`config.mk`:
```
export PLATFORM = sky130hd
export DESIGN_NAME = cube_mul_sched_flat
export DESIGN_NICKNAME = d
export VERILOG_FILES = /design/src/rtl/cube_sched_pkg.sv /design/src/rtl/cube_mul_sched_if.sv /design/src/rtl/cube_mul_sched_rr_arbiter.sv /design/src/rtl/cube_mul_sched.sv /design/src/flat_wrapper.sv
export SDC_FILE = /design/constraint.sdc
export NUM_CORES = 1
export LEC_CHECK = 0
export ABC_AREA = 1
export CORE_ASPECT_RATIO = 1.2
export CORE_MARGIN = 3
export CORE_UTILIZATION = 49
export CTS_CLUSTER_DIAMETER = 50
export DETAILED_ROUTE_END_ITERATION = 7
export PLACE_DENSITY = 0.77
export SLEW_MARGIN = 20
export SYNTH_ARGS = -nofsm -noshare
export SYNTH_HDL_FRONTEND = slang
export SYNTH_SLANG_ARGS = --single-unit
```
`constraint.sdc`:
```
create_clock -name clk -period 2.9 [get_ports clk]
set_input_delay 0.58 -clock clk [delete_from_list [all_inputs] [get_ports clk]]
set_output_delay 0.58 -clock clk [all_outputs]
set_load 0.01 [all_outputs]
```
`src/rtl/cube_sched_pkg.sv`:
```
`default_nettype none
// ============================================================================
// Module   : cube_sched_pkg
// Brief    : Shared types and width helpers for the cube multiplier scheduler.
// Revision : 1.0 - initial release
// ============================================================================
package cube_sched_pkg;

    localparam int C_NREQ = 4;
    localparam int C_W    = 4;

    typedef enum logic [1:0] {
        S_IDLE = 2'd0,
        S_SQR  = 2'd1,
        S_CUB  = 2'd2,
        S_DONE = 2'd3
    } state_t;

    // Requester index width; a single requester still needs one bit.
    function automatic int id_w(input int n);
        return (n > 1) ? $clog2(n) : 1;
    endfunction

endpackage
`default_nettype wire

```
`src/rtl/cube_mul_sched_if.sv`:
```
`default_nettype none
// ============================================================================
// Module   : cube_mul_sched_if
// Brief    : Request/response bundle between requesters and the cube scheduler.
// Revision : 1.0 - initial release
// ============================================================================
interface cube_mul_sched_if #(
    parameter int NREQ = 4,
    parameter int W    = 4
);
    import cube_sched_pkg::*;

    localparam int IDW = id_w(NREQ);

    logic [NREQ-1:0]   req_valid;
    logic [NREQ*W-1:0] req_a;
    logic [NREQ-1:0]   req_ready;
    logic              rsp_valid;
    logic [IDW-1:0]    rsp_id;
    logic [3*W-1:0]    rsp_c;
    logic              rsp_ready;
    logic              busy;

    modport master (
        output req_valid, req_a, rsp_ready,
        input  req_ready, rsp_valid, rsp_id, rsp_c, busy
    );

    modport slave (
        input  req_valid, req_a, rsp_ready,
        output req_ready, rsp_valid, rsp_id, rsp_c, busy
    );

endinterface
`default_nettype wire

```
`src/rtl/cube_mul_sched_rr_arbiter.sv`:
```
`default_nettype none
// ============================================================================
// Module   : rr_arbiter
// Brief    : Requester arbiter; round-robin when CUBE_SCHED_RR_EN is defined,
//            otherwise fixed priority (lowest index wins).
// Revision : 1.0 - initial release
// ============================================================================
module rr_arbiter
    import cube_sched_pkg::*;
#(
    parameter int NREQ = 4,
    localparam int IDW = id_w(NREQ)
) (
    input  wire logic            clk,
    input  wire logic            rst_n,
    input  wire logic [NREQ-1:0] i_req,
    input  wire logic            i_advance,
    output logic      [NREQ-1:0] o_grant,
    output logic      [IDW-1:0]  o_idx,
    output logic                 o_any
);

`ifdef CUBE_SCHED_RR_EN
    logic [IDW-1:0] r_ptr;

    // Pointer resets to the last index so requester 0 is searched first.
    always_ff @(posedge clk or negedge rst_n) begin
        if (!rst_n)         r_ptr <= IDW'(NREQ - 1);
        else if (i_advance) r_ptr <= o_idx;
    end

    always_comb begin
        o_idx = '0;
        o_any = 1'b0;
        for (int k = 1; k <= NREQ; k++) begin
            if (!o_any && i_req[(int'(r_ptr) + k) % NREQ]) begin
                o_any = 1'b1;
                o_idx = IDW'((int'(r_ptr) + k) % NREQ);
            end
        end
    end
`else
    logic w_unused;
    assign w_unused = &{1'b0, clk, rst_n, i_advance};

    always_comb begin
        o_idx = '0;
        o_any = |i_req;
        for (int i = NREQ - 1; i >= 0; i--) begin
            if (i_req[i]) o_idx = IDW'(i);
        end
    end
`endif

    assign o_grant = o_any ? (NREQ'(1) << o_idx) : '0;

endmodule
`default_nettype wire

```
`src/rtl/cube_mul_sched.sv`:
```
`default_nettype none
// ============================================================================
// Module   : cube_mul_sched
// Brief    : Shares one registered cube datapath (square, multiply, sign fix)
//            among NREQ requesters. Macro CUBE_SCHED_RR_EN selects round-robin.
// Revision : 1.0 - initial release
// ============================================================================
module cube_mul_sched
    import cube_sched_pkg::*;
#(
    parameter int NREQ = C_NREQ,
    parameter int W    = C_W
) (
    input  wire logic       clk,
    input  wire logic       rst_n,
    cube_mul_sched_if.slave bus
);

    localparam int IDW = id_w(NREQ);
    localparam int OW  = 3 * W;

    state_t          r_state;
    state_t          w_next;
    logic [W-1:0]    r_mag;
    logic            r_neg;
    logic [IDW-1:0]  r_id;
    logic [2*W-1:0]  r_sq;
    logic [OW-1:0]   r_cu;

    logic [NREQ-1:0] w_grant;
    logic [IDW-1:0]  w_idx;
    logic            w_any;
    logic            w_accept;
    logic [W-1:0]    w_op;

    rr_arbiter #(.NREQ(NREQ)) u_arb (
        .clk       (clk),
        .rst_n     (rst_n),
        .i_req     (bus.req_valid),
        .i_advance (w_accept),
        .o_grant   (w_grant),
        .o_idx     (w_idx),
        .o_any     (w_any)
    );

    assign w_op = bus.req_a[int'(w_idx)*W +: W];

    always_ff @(posedge clk or negedge rst_n) begin
        if (!rst_n) r_state <= S_IDLE;
        else        r_state <= w_next;
    end

    always_comb begin
        w_next = r_state;
        case (r_state)
            S_IDLE: if (w_any) w_next = S_SQR;
            S_SQR:  w_next = S_CUB;
            S_CUB:  w_next = S_DONE;
            S_DONE: if (bus.rsp_ready) w_next = S_IDLE;
            default: w_next = S_IDLE;
        endcase
    end

    // Ready is held low while reset is asserted, even if requests are pending.
    always_comb begin
        w_accept      = 1'b0;
        bus.req_ready = '0;
        bus.rsp_valid = 1'b0;
        bus.busy      = 1'b1;
        case (r_state)
            S_IDLE: begin
                bus.busy      = 1'b0;
                w_accept      = w_any & rst_n;
                bus.req_ready = w_accept ? w_grant : '0;
            end
            S_DONE:  bus.rsp_valid = 1'b1;
            default: ;
        endcase
    end

    // The most negative operand negates to 2^(W-1), which still fits W unsigned bits.
    always_ff @(posedge clk or negedge rst_n) begin
        if (!rst_n) begin
            r_mag <= '0;
            r_neg <= 1'b0;
            r_id  <= '0;
            r_sq  <= '0;
            r_cu  <= '0;
        end else begin
            case (r_state)
                S_IDLE: if (w_accept) begin
                    r_mag <= w_op[W-1] ? (~w_op + 1'b1) : w_op;
                    r_neg <= w_op[W-1];
                    r_id  <= w_idx;
                end
                S_SQR:   r_sq <= (2*W)'(r_mag) * (2*W)'(r_mag);
                S_CUB:   r_cu <= OW'(r_sq) * OW'(r_mag);
                default: ;
            endcase
        end
    end

    assign bus.rsp_id = r_id;
    assign bus.rsp_c  = r_neg ? (~r_cu + 1'b1) : r_cu;

endmodule
`default_nettype wire

```
`src/flat_wrapper.sv`:
```
// flat-port wrapper written by rule: the top's interface ports become plain ports
module cube_mul_sched_flat import cube_sched_pkg::*;
#(
    parameter int NREQ = C_NREQ,
    parameter int W    = C_W
)
  (clk, rst_n, bus_req_valid, bus_req_a, bus_rsp_ready, bus_req_ready, bus_rsp_valid, bus_rsp_id, bus_rsp_c, bus_busy);
  cube_mul_sched_if #(.NREQ(NREQ), .W(W)) bus_i ();
  input  wire logic clk;
  input  wire logic rst_n;
  input wire logic [$bits(bus_i.req_valid)-1:0] bus_req_valid;
  input wire logic [$bits(bus_i.req_a)-1:0] bus_req_a;
  input wire logic [$bits(bus_i.rsp_ready)-1:0] bus_rsp_ready;
  output wire logic [$bits(bus_i.req_ready)-1:0] bus_req_ready;
  output wire logic [$bits(bus_i.rsp_valid)-1:0] bus_rsp_valid;
  output wire logic [$bits(bus_i.rsp_id)-1:0] bus_rsp_id;
  output wire logic [$bits(bus_i.rsp_c)-1:0] bus_rsp_c;
  output wire logic [$bits(bus_i.busy)-1:0] bus_busy;
  assign bus_i.req_valid = bus_req_valid;
  assign bus_i.req_a = bus_req_a;
  assign bus_i.rsp_ready = bus_rsp_ready;
  assign bus_req_ready = bus_i.req_ready;
  assign bus_rsp_valid = bus_i.rsp_valid;
  assign bus_rsp_id = bus_i.rsp_id;
  assign bus_rsp_c = bus_i.rsp_c;
  assign bus_busy = bus_i.busy;
  cube_mul_sched #(.NREQ(NREQ), .W(W)) u_core (.clk(clk), .rst_n(rst_n), .bus(bus_i));
endmodule
```
======== Yosys cells after proc, flatten, opt, wreduce, memory -nomap -nowiden ========
Index checks and enable logic that the tools add are counted.
word-level totals
  memories ................................ 0
  register bits after elaboration ......... 29
  bits in latches ......................... 0
  memory bits (read-only) ................. 0
  input port bits ......................... 23
  word-level logic and storage cells ...... 39
  RAM bits ................................ 0
cells by class
  div/mod/pow operators ................... 0
  multipliers ............................. 2
  shift-type cells ........................ 2
  $add $sub $neg .......................... 2
  equal/unequal tests ..................... 5
  $lt $le $gt $ge ......................... 0
  bitwise logic cells ..................... 3
  reduce and logical (&&, ||, !) cells .... 4
  mux-type cells .......................... 15
operators with widths
  operator                                                               count
  4-bit two-way mux                                                      4
  16-bit by 5-bit variable part select with 4-bit output                 1
  12-bit by 1-bit adder with 12-bit output, second input constant        1
  8-bit by 4-bit multiplier with 12-bit output                           1
  12-bit two-way mux                                                     1
  2-bit two-way mux                                                      6
  12-bit NOT                                                             1
  4-bit by 4-bit multiplier with 8-bit output                            1
  2-bit one-hot mux with 4 select lines                                  1
  4-bit by 1-bit adder with 4-bit output, second input constant          1
  2-bit equality test, second input constant                             2
  2-bit inequality test, second input constant                           2
  4-bit NOT                                                              1
  2-bit AND reduction                                                    2
  4-bit OR reduction                                                     1
  1-bit by 2-bit << shifter with 4-bit output, first input constant      1
  1-bit two-way mux                                                      3
  2-bit by 1-bit equality test with 1-bit output, second input constant  1
  2-bit logical NOT                                                      1
  1-bit bitwise AND                                                      1

======== Depth between registers and ports, before layout ========
  depth after elaboration ................. 8
  gate-level depth with buffers ........... 17
  gate-level depth less buffers ........... 16

======== Modules after synthesis ========
From an unflattened synthesis, not the netlist that was laid out.
unflattened totals
  cells, all modules ...................... 397
  area total of the unflattened synthesis .. 2728.9 um^2
modules (own cells, without submodules)
  module          area an instance (um^2)  cells an instance  times used
  cube_mul_sched  2676.3                   384                1
  rr_arbiter      52.6                     13                 1

======== Worst setup path after synthesis ========
No wires, ideal clock.
  kind .................................... register -> register
  start ................................... reg u_core.r_mag[3]
  end ..................................... reg u_core.r_cu[10]
  path buffers ............................ 1
  arrival time ............................ 2.750 ns
  cell stages (with the launch flop) ...... 18
  setup time .............................. 0.118 ns
  path slack .............................. 0.032 ns
  data required time ...................... 2.782 ns
  period minus slack after synthesis ...... 2.868 ns
  cell sequence ........................... dfrtp_1 > clkbuf_1 > nand2_1 > inv_1 > fa_1 > inv_1 > fa_1 > inv_1 > ha_1 > nand3_1 > nand2_1 > nand2_1 > nor2_1 > nand2_1 > nand2_1 > nand2_1 > nand3_1 > nand2_1
between the ends
  cells in the longest elaborated chain, start to end .. 1
ends and longest elaborated chain
  item                                          line                  RTL
  from (decl)                                   cube_mul_sched.sv:24  logic [W-1:0] r_mag;
  from (signal assigned)                        cube_mul_sched.sv:92  r_mag <= w_op[W-1] ? (~w_op + 1'b1) : w_op;
  8-bit by 4-bit multiplier with 12-bit output  cube_mul_sched.sv:97  S_CUB: r_cu <= OW'(r_sq) * OW'(r_mag);
  to (signal assigned)                          cube_mul_sched.sv:97
  to (decl)                                     cube_mul_sched.sv:28  logic [OW-1:0] r_cu;
No other way between the ends.
A chain may end at the register's enable or synchronous reset.

======== Final worst setup path ========
  start ................................... reg u_core.r_sq[4]
  end ..................................... reg u_core.r_cu[10]
between the ends
  cells in the longest elaborated chain, start to end .. 1
ends and longest elaborated chain
  item                                          line                  RTL
  from (decl)                                   cube_mul_sched.sv:27  logic [2*W-1:0] r_sq;
  from (signal assigned)                        cube_mul_sched.sv:96  S_SQR: r_sq <= (2*W)'(r_mag) * (2*W)'(r_mag);
  8-bit by 4-bit multiplier with 12-bit output  cube_mul_sched.sv:97
No other way between the ends.

==> summary.md <==
| Metric | Value |
|---|---|
| Synth top area share | 26.06% |
| Clock slew at reported path FFs | 0.09 ns |
| Critical path capture point type | flip-flop |
| TritonRoute pass-1 iters | 4 |
| Mux cell area share after synthesis | 0% |
| Core ar. | 5115 um^2 |
| Synth Area in XOR/XNOR | 3.257% |
| Min-delay src | u_core.bus.rsp_id[1] |
| Synth unique cells | 34 |
| Max frequency | 354.5 MHz |
| IO Port Bufs | 42 |
| Vias per cell | 5.122 |
| Gr ovfl total | 0 |
| Gpl congestion | 0.8958 |
| CP Class | flip-flop to flip-flop |
| Clk buf depth | 2 |
| Largest net degree at the start of global routing | 29 |
| # rows | 28 |
| ANT cells | 0 |
| Clock sinks | 28 |
| Layout area overhead | 28.06% |
| Routed vias | 2566 |
| Post-Synthesis Cells | 386 |
| Area leader, netlist | dfrtp_1 |
| RSZ-0062 raised after global routing | true |
| DRC | 0 |
| Most numerous cell in the Yosys netlist | nand2_1 |
| Clock Skew | 0.002877 ns |
| Total wire length | 6013 um |
| R2R Setup Slk | 0.08 ns |
| Status | finished clean |
| Hpwl dp | 4760 um |
| Net switching power | 1.177 mW |
| Fin worst setup slack | 0.07890 ns |
| Main area contributors after synthesis | dfrtp_1 26%, nand2_1 15%, ha_1 12%, inv_1 11%, fa_1 8.2% |
| Largest family of logic cells by synthesized area | simple AND/OR/NAND/NOR gates |
| Top Ports | 43 |
| Core Util, Final | 67.32% |
| Sequential fraction of the synthesis area | 26.06% |
| Internal Power | 1.522 mW |
| Worst Hold Class | flip-flop to flip-flop |
| Routed len/inst | 12.00 um |
| First-pass GRT wire length | 10240 um |
| Worst-Skew Late Latency | 0.28 ns |
| Commonest cells in the netlist | 104 x nand2_1, 77 x inv_1, 31 x nand3_1, 28 x dfrtp_1, 25 x ha_1 |
| Area of the mapped netlist | 2689 um^2 |
| Max H-tree Level | 1 |
| Vias in the first global route | 2524 |
| Final period util | 97.28% |
| Startpoint Class | flip-flop |
| Syn Area/Cell | 6.966 um^2 |
| Footprint of the multi-input gates | 1723 um^2 |
| Post-Synth Simple-Gate Area | 27.69% |
| Synth Flop Type | dfrtp_1 |
| Sequential power share | 26.4% |
| Inst Count DP | 494 |
| PwrDens | 783.6 nW/um^2 |
| Die Y | 87.15 um |
| Max cap viols | 0 |
| Yosys warns | 0 |
| VDD IR max | 0.0003288 V |
| Crit path launch | u_core.r_sq[4] |
| Worst endpoint data arrival time | 3.00 ns |
| Flip-flop and latch area | 703.2 um^2 |
| Antenna violations before repair | 0 |
| EDFF count, synth | 0 |
| Comb power frac | 62.2% |
| Final non-filler cell total | 501 |
| Mapped Nets | 445 |
| TritonCTS buffer count | 3 |
| R2r startpoint | u_core.r_sq[4] |
| Final nets | 501 |
| CP max FO | 5 |
| Adder-Cell Fraction of Synth Area | 19.82% |
| Leak | 1.904 nW |
| Die Span X | 73.62 um |
| FF+latch count, synth | 28 |
| Starting DRT DRC Count | 108 |
| Switching part of the total | 43.61% |
| Clock Tree Root | clkbuf_8 |
| Total GRT Usage | 19.91% |
| Clk pwr share | 11.4% |
| Pre-CTS setup slack | -0.02802 ns |
| Die Area | 6416 um^2 |
| Fin crit period | 2.821 ns |
| Slew Limit Fails | 0 |
| Initial Utilization | 52.57% |
| Ys async rst share | 100.0% |
| CTS tree | done |
| Compound-gate portion of the synthesized area | 9.819% |
| Req. time, crit path | 3.08 ns |
| Share of cells above drive strength 1 | 11.34% |
| Final hold vios | 0 |
| FILL cells | 463 |
| Final Setup Violations | 0 |
| Detail Route Antenna Nets | 0 |
## routing by layer
metal | GRT usage (%) | vias up | wire length, um
met4 | 6.260 | 0 | 114
met2 | 39.52 | 59 | 3259
li1 | - | 1305 | -
met5 | 0 | - | 0
met1 | 20.82 | 1189 | 2429
met3 | 2.656 | 13 | 209
## critical path, stage by stage, from the launching register on
cell and delay, ns:
dfrtp_1 0.45, nand2_1 0.11, inv_1 0.06, fa_1 0.47, inv_1 0.05, fa_1 0.54, inv_1 0.07, ha_4 0.29
nand3_1 0.10, nand2_2 0.09, nand2_2 0.08, nor2_4 0.13, nand2_1 0.07, nand2_1 0.06, nand2_1 0.04, nand3_1 0.06
nand2_1 0.05
## placed cells by master (no fill, tap or decap), types with 2 or more instances in the layout
cell / Yosys / final
dfrtp_1: 28 / 26
inv_2: 2 / 2
a21oi_2: 1 / 2
clkbuf_8: 0 / 3
nor2_4: 1 / 2
nand3b_1: 2 / 2
nor2_2: 2 / 2
o21ai_0: 24 / 22
nand4_1: 2 / 2
o21ai_1: 1 / 3
nand2_2: 2 / 6
nand3_2: 2 / 3
inv_1: 77 / 77
xor2_1: 9 / 9
conb_1: 2 / 2
ha_1: 25 / 22
buf_4: 1 / 19
dlymetal6s2s_1: 0 / 3
ha_4: 0 / 3
o22ai_1: 4 / 4
clkdlybuf4s50_1: 0 / 39
a21oi_1: 13 / 12
nor3_1: 7 / 5
nand2_1: 104 / 100
dfrtp_2: 0 / 2
fa_1: 11 / 11
nor2_1: 18 / 17
nor3_2: 0 / 2
nand3_1: 31 / 29
## metrics by stage
step	power, mW	TNS (ns)	hold WS (ns)	area (um^2)
2_1_floorplan	1.654	0	0.2844	2689
3_3_place_gp	2.242	0	0.4669	3253
3_5_place_dp	2.288	-0.02802	0.4694	3253
4_1_cts	2.610	0	0.4940	3329
5_1_grt	2.957	-0.1223	0.5318	3443
6_report	2.698	0	0.4912	3443
## registers in the layout (all words and copies together), names as in the netlist
name and cells:
u_core.r_cu 12, u_core.r_sq 7, u_core.r_mag 4, u_core.bus.rsp_id 2, u_core.r_state 2, u_core.r_neg 1
## cells by family after synthesis
group                    Yosys count
AO/OA/AOI/OAI                     47
buffers and inverters             90
adder cells (fa/ha/maj)           36
XOR/XNOR                          10
flip-flops                        28
AND/OR/NAND/NOR                  173
other                              2
## cell type report
cell class	instances	area share, %
Clock inverter	1	0.8721
Sequential cell	28	20.42
Clock buffer	3	1.199
Multi-Input combinational cell	268	50.04
Inverter	80	8.721
Timing Repair Buffer	61	16.57
Tap cell	60	2.180
## power groups by stage
stage	clock [mW]	sequential, mW	combinational [mW]
2_1_floorplan	0	0.642	1.01
3_3_place_gp	0	0.706	1.54
4_1_cts	0.316	0.706	1.59
3_5_place_dp	0	0.713	1.58
6_report	0.307	0.713	1.68
5_1_grt	0.330	0.739	1.89
## path summary, 6_finish.rpt
check / to / depth (start not counted)
setup / recovery: u_core.r_cu[10] / 16
hold / removal: u_core.bus.rsp_id[1] / 2
setup reg to reg: u_core.r_cu[10] / 16
max in group asynchronous: u_core.r_mag[2] / 2
hold reg to reg: u_core.bus.rsp_id[1] / 2
min in group asynchronous: u_core.r_cu[1] / 2
## repair_timing
item                                   4_1_cts  5_1_grt
resized for setup                            1       21
setup endpoints to repair                    1       11
buffers inserted                             0        3
pin swaps                                    0        5
endpoints found under the hold margin        0        0
hold buffers                                 0        0
Note: power is estimated with default switching activity, not from simulation.
